`config.mk`:
```
export PLATFORM = sky130hd
export DESIGN_NAME = fetch_unit
export DESIGN_NICKNAME = d
export VERILOG_FILES = /design/src/rtl/fetch_unit_pkg.sv /design/src/rtl/fetch_fifo.sv /design/src/rtl/fetch_unit.sv
export SDC_FILE = /design/constraint.sdc
export NUM_CORES = 1
export LEC_CHECK = 0
export ABC_CLOCK_PERIOD_IN_PS = 11830
export BUFFER_PORTS_ARGS = -buffer_cell sky130_fd_sc_hd__buf_2
export CAP_MARGIN = 20
export CORE_MARGIN = 3
export CORE_UTILIZATION = 48
export CTS_CLUSTER_SIZE = 24
export DETAILED_ROUTE_END_ITERATION = 7
export PLACE_DENSITY = 0.7
export SETUP_SLACK_MARGIN = 0.4
export SLEW_MARGIN = 40
export SYNTH_ARGS = -nofsm -noshare
export SYNTH_HDL_FRONTEND = slang
export SYNTH_SLANG_ARGS = --single-unit
```
`constraint.sdc`:
```
create_clock -name clk -period 11.83 [get_ports clk]
set_input_delay 2.366 -clock clk [delete_from_list [all_inputs] [get_ports clk]]
set_output_delay 2.366 -clock clk [all_outputs]
set_load 0.01 [all_outputs]
```
`src/rtl/fetch_unit_pkg.sv`:
```
// Shared constants and types for the instruction fetch stage.
package fetch_unit_pkg;

    localparam int FU_AWIDTH = 32;
    localparam int FU_DWIDTH = 32;
    localparam logic [FU_AWIDTH-1:0] FU_BASEADDR = 32'h0100_0000;

    localparam int OPC_MSB = 6;
    localparam int OPC_LSB = 0;

    typedef struct packed {
        logic [FU_AWIDTH-1:0] pc;
        logic [FU_DWIDTH-1:0] insn;
    } fetch_entry_t;

    function automatic logic [OPC_MSB-OPC_LSB:0] opcode_of(input logic [FU_DWIDTH-1:0] insn);
        return insn[OPC_MSB:OPC_LSB];
    endfunction

endpackage

```
`src/rtl/fetch_fifo.sv`:
```
// Synchronous FIFO of fetch entries with flush; the head is read directly from
// storage, so a pushed entry appears on the head one cycle later.
module fetch_fifo
    import fetch_unit_pkg::*;
#(
    parameter int DEPTH = 2,
    parameter int CW    = $clog2(DEPTH) + 1
) (
    input  logic         clk,
    input  logic         reset,
    input  logic         flush,
    input  logic         push,
    input  fetch_entry_t push_data,
    input  logic         pop,
    output logic         full,
    output logic         empty,
    output logic [CW-1:0] count,
    output fetch_entry_t head
);

    localparam int PW = $clog2(DEPTH);
    localparam logic [CW-1:0] DEPTH_W = DEPTH[CW-1:0];

    fetch_entry_t mem_q [DEPTH];
    logic [PW-1:0] wr_ptr_q, wr_ptr_d;
    logic [PW-1:0] rd_ptr_q, rd_ptr_d;
    logic [CW-1:0] count_q, count_d;
    logic          do_push, do_pop;

    always_comb begin
        full     = (count_q == DEPTH_W);
        empty    = (count_q == '0);
        count    = count_q;
        head     = mem_q[rd_ptr_q];
        do_pop   = pop && !empty;
        // a full queue may still accept when the head leaves in the same cycle
        do_push  = push && (!full || do_pop);
        wr_ptr_d = wr_ptr_q;
        rd_ptr_d = rd_ptr_q;
        count_d  = count_q;
        if (flush) begin
            wr_ptr_d = '0;
            rd_ptr_d = '0;
            count_d  = '0;
        end else begin
            if (do_push) wr_ptr_d = wr_ptr_q + PW'(1);
            if (do_pop)  rd_ptr_d = rd_ptr_q + PW'(1);
            count_d = count_q + CW'(do_push) - CW'(do_pop);
        end
    end

    always_ff @(posedge clk) begin
        if (reset) begin
            wr_ptr_q <= '0;
            rd_ptr_q <= '0;
            count_q  <= '0;
        end else begin
            wr_ptr_q <= wr_ptr_d;
            rd_ptr_q <= rd_ptr_d;
            count_q  <= count_d;
        end
    end

    always_ff @(posedge clk) begin
        if (do_push && !flush) mem_q[wr_ptr_q] <= push_data;
    end

endmodule

```
`src/rtl/fetch_unit.sv`:
```
// Instruction fetch stage: PC, credit-limited imem reads, in-order instruction
// queue toward decode, and redirect flush with stale-response dropping.
module fetch_unit
    import fetch_unit_pkg::*;
#(
    parameter int AWIDTH = FU_AWIDTH,
    parameter int DWIDTH = FU_DWIDTH,
    parameter int DEPTH  = 2,
    parameter logic [AWIDTH-1:0] BASEADDR = FU_BASEADDR
) (
    input  logic              clk,
    input  logic              reset,
    output logic              imem_req_valid_o,
    input  logic              imem_req_ready_i,
    output logic [AWIDTH-1:0] imem_addr_o,
    input  logic              imem_rsp_valid_i,
    input  logic [DWIDTH-1:0] imem_rsp_data_i,
    input  logic              redirect_i,
    input  logic [AWIDTH-1:0] redirect_pc_i,
    output logic              dec_valid_o,
    input  logic              dec_ready_i,
    output logic [AWIDTH-1:0] dec_pc_o,
    output logic [DWIDTH-1:0] dec_insn_o,
    output logic [6:0]        dec_opcode_o
);

    localparam int CW = $clog2(DEPTH) + 1;
    localparam logic [CW:0] DEPTH_W = DEPTH[CW:0];

    logic [AWIDTH-1:0] pc_q, pc_d;
    logic [CW-1:0]     outstanding_q, outstanding_d;
    logic [CW-1:0]     drop_q, drop_d;
    logic [CW:0]       credit_used;
    logic              issue, rsp, rsp_keep, deq;

    logic              q_full, q_empty, tag_full, tag_empty;
    logic [CW-1:0]     q_count, tag_count;
    fetch_entry_t      q_head, tag_head, q_push_data, tag_push_data;

    always_comb begin
        credit_used      = {1'b0, q_count} + {1'b0, outstanding_q};
        imem_req_valid_o = !reset && !redirect_i && (credit_used < DEPTH_W);
        imem_addr_o      = pc_q;
        issue            = imem_req_valid_o && imem_req_ready_i;
        rsp              = imem_rsp_valid_i;
        rsp_keep         = rsp && (drop_q == '0) && !redirect_i;
        deq              = !q_empty && dec_ready_i && !redirect_i;

        tag_push_data.pc   = pc_q;
        tag_push_data.insn = '0;
        q_push_data.pc     = tag_head.pc;
        q_push_data.insn   = imem_rsp_data_i;

        dec_valid_o  = !q_empty;
        dec_pc_o     = q_empty ? '0 : q_head.pc;
        dec_insn_o   = q_empty ? '0 : q_head.insn;
        dec_opcode_o = opcode_of(dec_insn_o);
    end

    always_comb begin
        pc_d          = pc_q;
        outstanding_d = outstanding_q;
        drop_d        = drop_q;
        if (redirect_i) begin
            // every read still in flight, minus one returning now, is stale
            pc_d          = redirect_pc_i & ~AWIDTH'(3);
            outstanding_d = outstanding_q - CW'(rsp);
            drop_d        = outstanding_q - CW'(rsp);
        end else begin
            if (issue) pc_d = pc_q + AWIDTH'(4);
            outstanding_d = outstanding_q + CW'(issue) - CW'(rsp);
            if (rsp && drop_q != '0) drop_d = drop_q - CW'(1);
        end
    end

    always_ff @(posedge clk) begin
        if (reset) begin
            pc_q          <= BASEADDR;
            outstanding_q <= '0;
            drop_q        <= '0;
        end else begin
            pc_q          <= pc_d;
            outstanding_q <= outstanding_d;
            drop_q        <= drop_d;
        end
    end

    // Tags track every in-flight read, stale or not, so they are never flushed.
    fetch_fifo #(.DEPTH(DEPTH), .CW(CW)) u_tag_fifo (
        .clk       (clk),
        .reset     (reset),
        .flush     (1'b0),
        .push      (issue),
        .push_data (tag_push_data),
        .pop       (rsp),
        .full      (tag_full),
        .empty     (tag_empty),
        .count     (tag_count),
        .head      (tag_head)
    );

    fetch_fifo #(.DEPTH(DEPTH), .CW(CW)) u_insn_fifo (
        .clk       (clk),
        .reset     (reset),
        .flush     (redirect_i),
        .push      (rsp_keep),
        .push_data (q_push_data),
        .pop       (deq),
        .full      (q_full),
        .empty     (q_empty),
        .count     (q_count),
        .head      (q_head)
    );

    always_ff @(posedge clk) begin
        if (!reset) begin
            assert (!(imem_rsp_valid_i && outstanding_q == '0));
            assert (tag_count == outstanding_q);
            assert (drop_q <= outstanding_q);
            assert (!(issue && tag_full));
            assert (!(rsp_keep && q_full && !deq));
            assert (tag_empty || tag_head.insn == '0);
        end
    end

endmodule

```
==> metrics, run 1 <==
status complete, no violations; worst-margin pin slew 0.767 ns; crit-path max FO 39; number of diodes 0; register area share after synthesis roughly 70%; Worst path most repeated cell buf_2; slowest cell on the critical path or2_2; Multi-input gate area between 0.002 and 0.003 mm2; min Tclk post-route 5.92 ns; first-pass GRT wire length ~32 mm; Synth cell types 47; main flop type after synthesis edfxtp_1; Avg Inst Size Synth between 10 and 15 um2; R2R Setup Slk slightly above 8 ns; DRC viols 0; Fin Clk Skew approximately 0.0085 ns; initial detailed-routing violation count 280; setup slack at placement ~6 ns; setup bufs post-CTS 0; Synth Register Bits between 200 and 250; # fillers between 1000 and 1500; row cnt 50; Worst EP arrival 3.55 ns; WL/cell 17.7 um; die area ~0.021 mm2; ratio of cells with drive above 1 in the final layout ~29%; CTS tree yes; final setup fails 0; peak supply drop 0.0000933 V; hpwl dp between 10 and 15 mm; Initial Util roughly half; PortBufs between 150 and 200; most frequent cells in the layout edfxtp_1 (184), buf_2 (168), nor2_1 (100); most common cell after layout, fill and taps aside edfxtp_1; DRT Pass-1 Iters 5; total power around 1.8 mW; worst setup slack after layout 5.91 ns; PD cells approximately 160 mW/mm2; finished layout cell area between 0.01 and 0.015 mm2; worst min path class flop to flop; ANT nets after route 0; Clock Path Buffers 3; Ys Warns 0; Fin. Hold Viols 0; initial antenna violation count 0; Post-layout nets roughly 900; Pins Over Slew Limit 0; Via density 5.41; TNS Setup 0 ns; RSZ-0062 raised after global routing no; WS Path Type input port to output port; clock buffer count from CTS 23; final period utilization between 50% and 60%; GR Overflow Total 0; Max-Cap Viols 0; Final Wtd Congestion approximately 0.87; Critical Path Source Type input port; CP cell instances buf_2, or2_2, nor3_1, buf_2; mapped cell area around 0.0094 mm2; Post-synth EDFFs between 150 and 200; WL final between 15 and 20 mm; post-cts resize count 0; CP Buf/Inv Count 2; crit-path leading delay family simple AND/OR/NAND/NOR gates; Hold Buf Count CTS 0; final core utilization between 50 and 60%; clk_lat worst skew around 0.50 ns; Syn-to-layout area delta 19.1%; root buf cell clkbuf_16; LEAKAGE between 4 and 5 nW; sequential cell area about 0.0064 mm2; CP max stage delay 0.49 ns; Die X between 100 and 150 um; Sink Count 228; Syn Inst Count 679; Critical Path Sink Type output port; DIE HEIGHT ~150 um; largest net degree at the start of global routing 63; f_max about 0.17 GHz; Placement Cell Area 0.0105 mm2; Worst slew margin between 40% and 50%; Ports approximately 180; core area roughly 0.019 mm2; vias in the first global route 6147; Async S/R FF share, synth 0%; Worst-path clk slew around 0.06 ns; Critical Path RT between 9 and 10 ns; GRT Total Usage about 18%; routed vias ~6000; H-tree depth 1
-- cells in the mapped netlist (11+ instances only) --
library cell,number,share of area [%]
nand4_1,11,0.73
mux2i_1,62,6.6
edfxtp_1,184,59
mux2_2,30,3.6
dfxtp_1,44,9.4
nand2_1,31,1.2
or3_1,11,0.73
nor2_1,101,4.0
or4_1,11,0.88
inv_1,14,0.56
buf_4,11,0.88
xnor2_1,13,1.2
clkbuf_1,29,1.2
a311oi_1,12,1.1
-- cells by family (layout without fill, tap and decap cells) --
logic type | count (synthesis) | after routing | synth area share [%]
buffers and inverters | 59 | 232 | 2.89
other | 1 | 4 | 0.0399
AO/OA/AOI/OAI | 57 | 57 | 4.54
adder cells (fa/ha/maj) | 10 | 10 | 1.41
XOR/XNOR | 21 | 21 | 1.96
AND/OR/NAND/NOR | 211 | 211 | 10.7
multiplexers | 92 | 92 | 10.2
flip-flops | 228 | 228 | 68.2
-- routing by layer --
layer / share of wire, % / wire length [um] / track usage (%)
met5: 0 / 0 / 0
met4: 1.7 / 328 / 4.89
met3: 8.0 / 1570 / 3.67
met1: 42 / 8270 / 23.5
met2: 48 / 9560 / 31.1
-- state kept, by name, indices dropped and copies added (netlist names), named ones only --
name,count
drop_q,2
outstanding_q,2
u_insn_fifo.wr_ptr_q,1
u_insn_fifo.rd_ptr_q,1
u_insn_fifo.count,2
u_tag_fifo.wr_ptr_q,1
u_tag_fifo.mem_q,60
u_tag_fifo.rd_ptr_q,1
u_insn_fifo.mem_q,124
imem_addr_o,30
u_tag_fifo.count,2
-- final cells by class --
cell class	instances	area share [%]
tap	260	2.91
sequential	228	57.3
multi-input combinational	395	24.6
timing repair buffer	177	8.41
inverter	14	0.470
clock inverter	8	0.392
clock buffer	33	5.93
-- final timing paths --
check | startpoint | endpoint | cells after the start
worst max-delay path | reset | imem_req_valid_o | 4
worst min-delay path | u_insn_fifo.rd_ptr_q$_SDFFE_PP0P_ | u_insn_fifo.rd_ptr_q$_SDFFE_PP0P_ | 2
worst max register to register | u_insn_fifo.count[0]$_SDFF_PP0_ | outstanding_q[1]$_SDFF_PP0_ | 13
worst min register to register | u_insn_fifo.rd_ptr_q$_SDFFE_PP0P_ | u_insn_fifo.rd_ptr_q$_SDFFE_PP0P_ | 2
-- where the power goes --
group / internal, mW / switching (mW) / leakage [nW] / total [mW]
Combinational: 0.0774 / 0.0988 / 1.65 / 0.176
Sequential: 0.917 / 0.0261 / 2.05 / 0.943
Clock: 0.389 / 0.277 / 0.347 / 0.665
-- stage by stage --
stage	cells	hold slack, ns
6_report	1115	0.509
5_1_grt	1115	0.547
4_1_cts	1115	0.508
3_5_place_dp	1074	0.492
3_3_place_gp	1072	0.495
2_1_floorplan	682	0.472
-- worst register-to-register path, stage by stage, from the launching register on --
cell,delay [ns]
dfxtp_1,0.41
inv_1,0.09
nor2_1,0.14
fa_1,0.47
or3b_1,0.62
nor2_1,0.39
inv_1,0.26
ha_1,0.34
inv_1,0.04
ha_1,0.18
xnor2_1,0.12
o21ai_0,0.19
xnor2_1,0.15
nor2_1,0.06
Power figures use the tool's default switching activity.
==> run 2: changes to the inputs <==
ABC_CLOCK_PERIOD_IN_PS = 6000   (was 11830)
clock period = 6 ns   (was 11.83 ns; I/O delays follow)
==> run 2 against run 1 <==
Against the previous run: sequential share of layout area fell by 0.29 points; utilization rose by 0.30 points; sequential power rose by 97%; count of clock-buffer cells in the layout fell by 5; final cell count rose by 0.18%; total power rose by 100%; via count rose by 0.78%; critical path depth rose by 4; clock skew rose by 0.0059 ns.
==> metrics, run 2 (synthesized netlist as in run 1, its figures left out) <==
worst-margin pin slew slightly below 0.8 ns; final setup fails 0; core area 0.0190 mm2; f_max around 0.27 GHz; Post-layout nets just over 900; GRT Total Usage 18.0%; setup bufs post-CTS 0; PortBufs 168; hpwl dp 13.5 mm; PD cells around 320 mW/mm2; initial detailed-routing violation count approximately 400; Ports approximately 180; first-pass GRT wire length approximately 31 mm; WL final roughly 20 mm; Critical Path Sink Type flop; Pins Over Slew Limit 0; CTS tree yes; DIE HEIGHT about 150 um; part of the power in registers 52.0%; Syn-to-layout area delta 19.7%; Fin. Hold Viols 0; vias in the first global route 6026; ratio of cells with drive above 1 in the final layout between 20% and 30%; clock buffer count from CTS 23; initial antenna violation count 0; Top reg by flops u_insn_fifo.mem_q; total power 3.58 mW; P_int between 2 and 3 mW; Initial Util about half; # fillers ~1500; die area about 0.021 mm2; Switch Pwr 814 uW; sw frac a little under a quarter; WS Path Type flop to flop; Critical Path RT about 6.2 ns; Hold Slack around 0.52 ns; Via density 5.44; min Tclk post-route 3.76 ns; Critical Path Source Type flop; DRT Pass-1 Iters 7; Logic pwr share 9.8%; TNS Setup 0 ns; Clock Path Buffers 3; most common cell after layout, fill and taps aside edfxtp_1; root buf cell clkbuf_16; worst min path class flop to flop; number of diodes 0; H-tree depth 1; Max-Cap Viols 0; WL/cell 17.8 um; Worst slew margin between 40% and 50%; post-cts resize count 0; status complete, no violations; Worst EP arrival 3.93 ns; Sink Count 228; Worst-path clk slew roughly 0.070 ns; peak supply drop approximately 0.00018 V; DRC viols 0; RSZ-0062 raised after global routing no; final non-filler cell total ~1100; final period utilization a little over three fifths; GR Overflow Total 0; row cnt 50; LEAKAGE 4.08 nW; Die X around 150 um; placed cell count around 1100; most frequent cells in the layout edfxtp_1 (184), buf_2 (168), nor2_1 (100); max reg flops roughly 120; Hold Buf Count CTS 0; Fin Clk Skew roughly 0.014 ns; largest net degree at the start of global routing 63; routed vias between 6000 and 7000; clk_lat worst skew 0.50 ns; ANT nets after route 0; clock share of power a little under two fifths; Final Wtd Congestion roughly 0.9; crit-path max FO 23
==> run 2: cell count changes in the layout (fill, tap and decap cells not counted), sizes merged <==
cell / change
clkinvlp: +1
clkinv: +2
inv: +1
bufinv: +1
clkbuf: -5
buf: +2
==> run 2: worst max-delay path: stages, from the launching register on <==
cell     delay (ns)
dfxtp_1        0.42
inv_1          0.09
nor2_1         0.15
fa_1           0.48
or3b_1         0.62
nor2_1         0.40
inv_1          0.24
nor3_2         0.59
buf_4          0.42
==> run 2: path summary, 6_finish.rpt <==
| check | depth (start not counted) | start | to | slack [ns] |
|---|---|---|---|---|
| max | 8 | u_insn_fifo.count[0]$_SDFF_PP0_ | u_tag_fifo.mem_q[0][7]$_DFFE_PP_ | 2.24 |
| min reg2reg | 2 | u_insn_fifo.rd_ptr_q$_SDFFE_PP0P_ | flop | 0.52 |
| max reg2reg | 8 | u_insn_fifo.count[0]$_SDFF_PP0_ | u_tag_fifo.mem_q[0][7]$_DFFE_PP_ | 2.24 |
| min | 2 | u_insn_fifo.rd_ptr_q$_SDFFE_PP0P_ | flop | 0.52 |
==> run 2: metrics by stage <==
stage | setup slack, ns | instance area [um2] | util [%]
detailed placement | 2.02 | 10500 | 55.4
global placement | 2.13 | 10400 | 55.0
floorplan | 0.947 | 9400 | -
finish | 2.24 | 11200 | 59.3
global route | 2.02 | 11200 | 59.3
CTS | 2.28 | 11200 | 59.3
==> run 2: metal layers <==
metal	global-route usage, %	share of wire, %	vias to the layer above
met5	0	0	-
met4	5.94	2.1	0
met3	4.11	8.7	33
met2	30.1	48	287
met1	23.4	41	2897
li1	-	-	2860
==> run 2: power groups by stage <==
stage	logic (mW)	registers (mW)	clock network, mW
final	0.351	1.86	1.37
after global routing	0.388	1.87	1.47
after CTS	0.353	1.86	1.40
after detailed placement	0.350	1.89	0
after global placement	0.330	1.89	0
after floorplan	0.230	1.88	0
==> run 2: layout make-up <==
| cell class | instances | area [um2] | share of cell area (%) |
|---|---|---|---|
| Sequential cell | 228 | 6410 | 57.0 |
| Inverter | 14 | 52.6 | 0.467 |
| Clock inverter | 13 | 105 | 0.935 |
| Clock buffer | 28 | 636 | 5.65 |
| Tap cell | 260 | 325 | 2.89 |
| Timing Repair Buffer | 179 | 963 | 8.57 |
| Multi-Input combinational cell | 395 | 2750 | 24.5 |
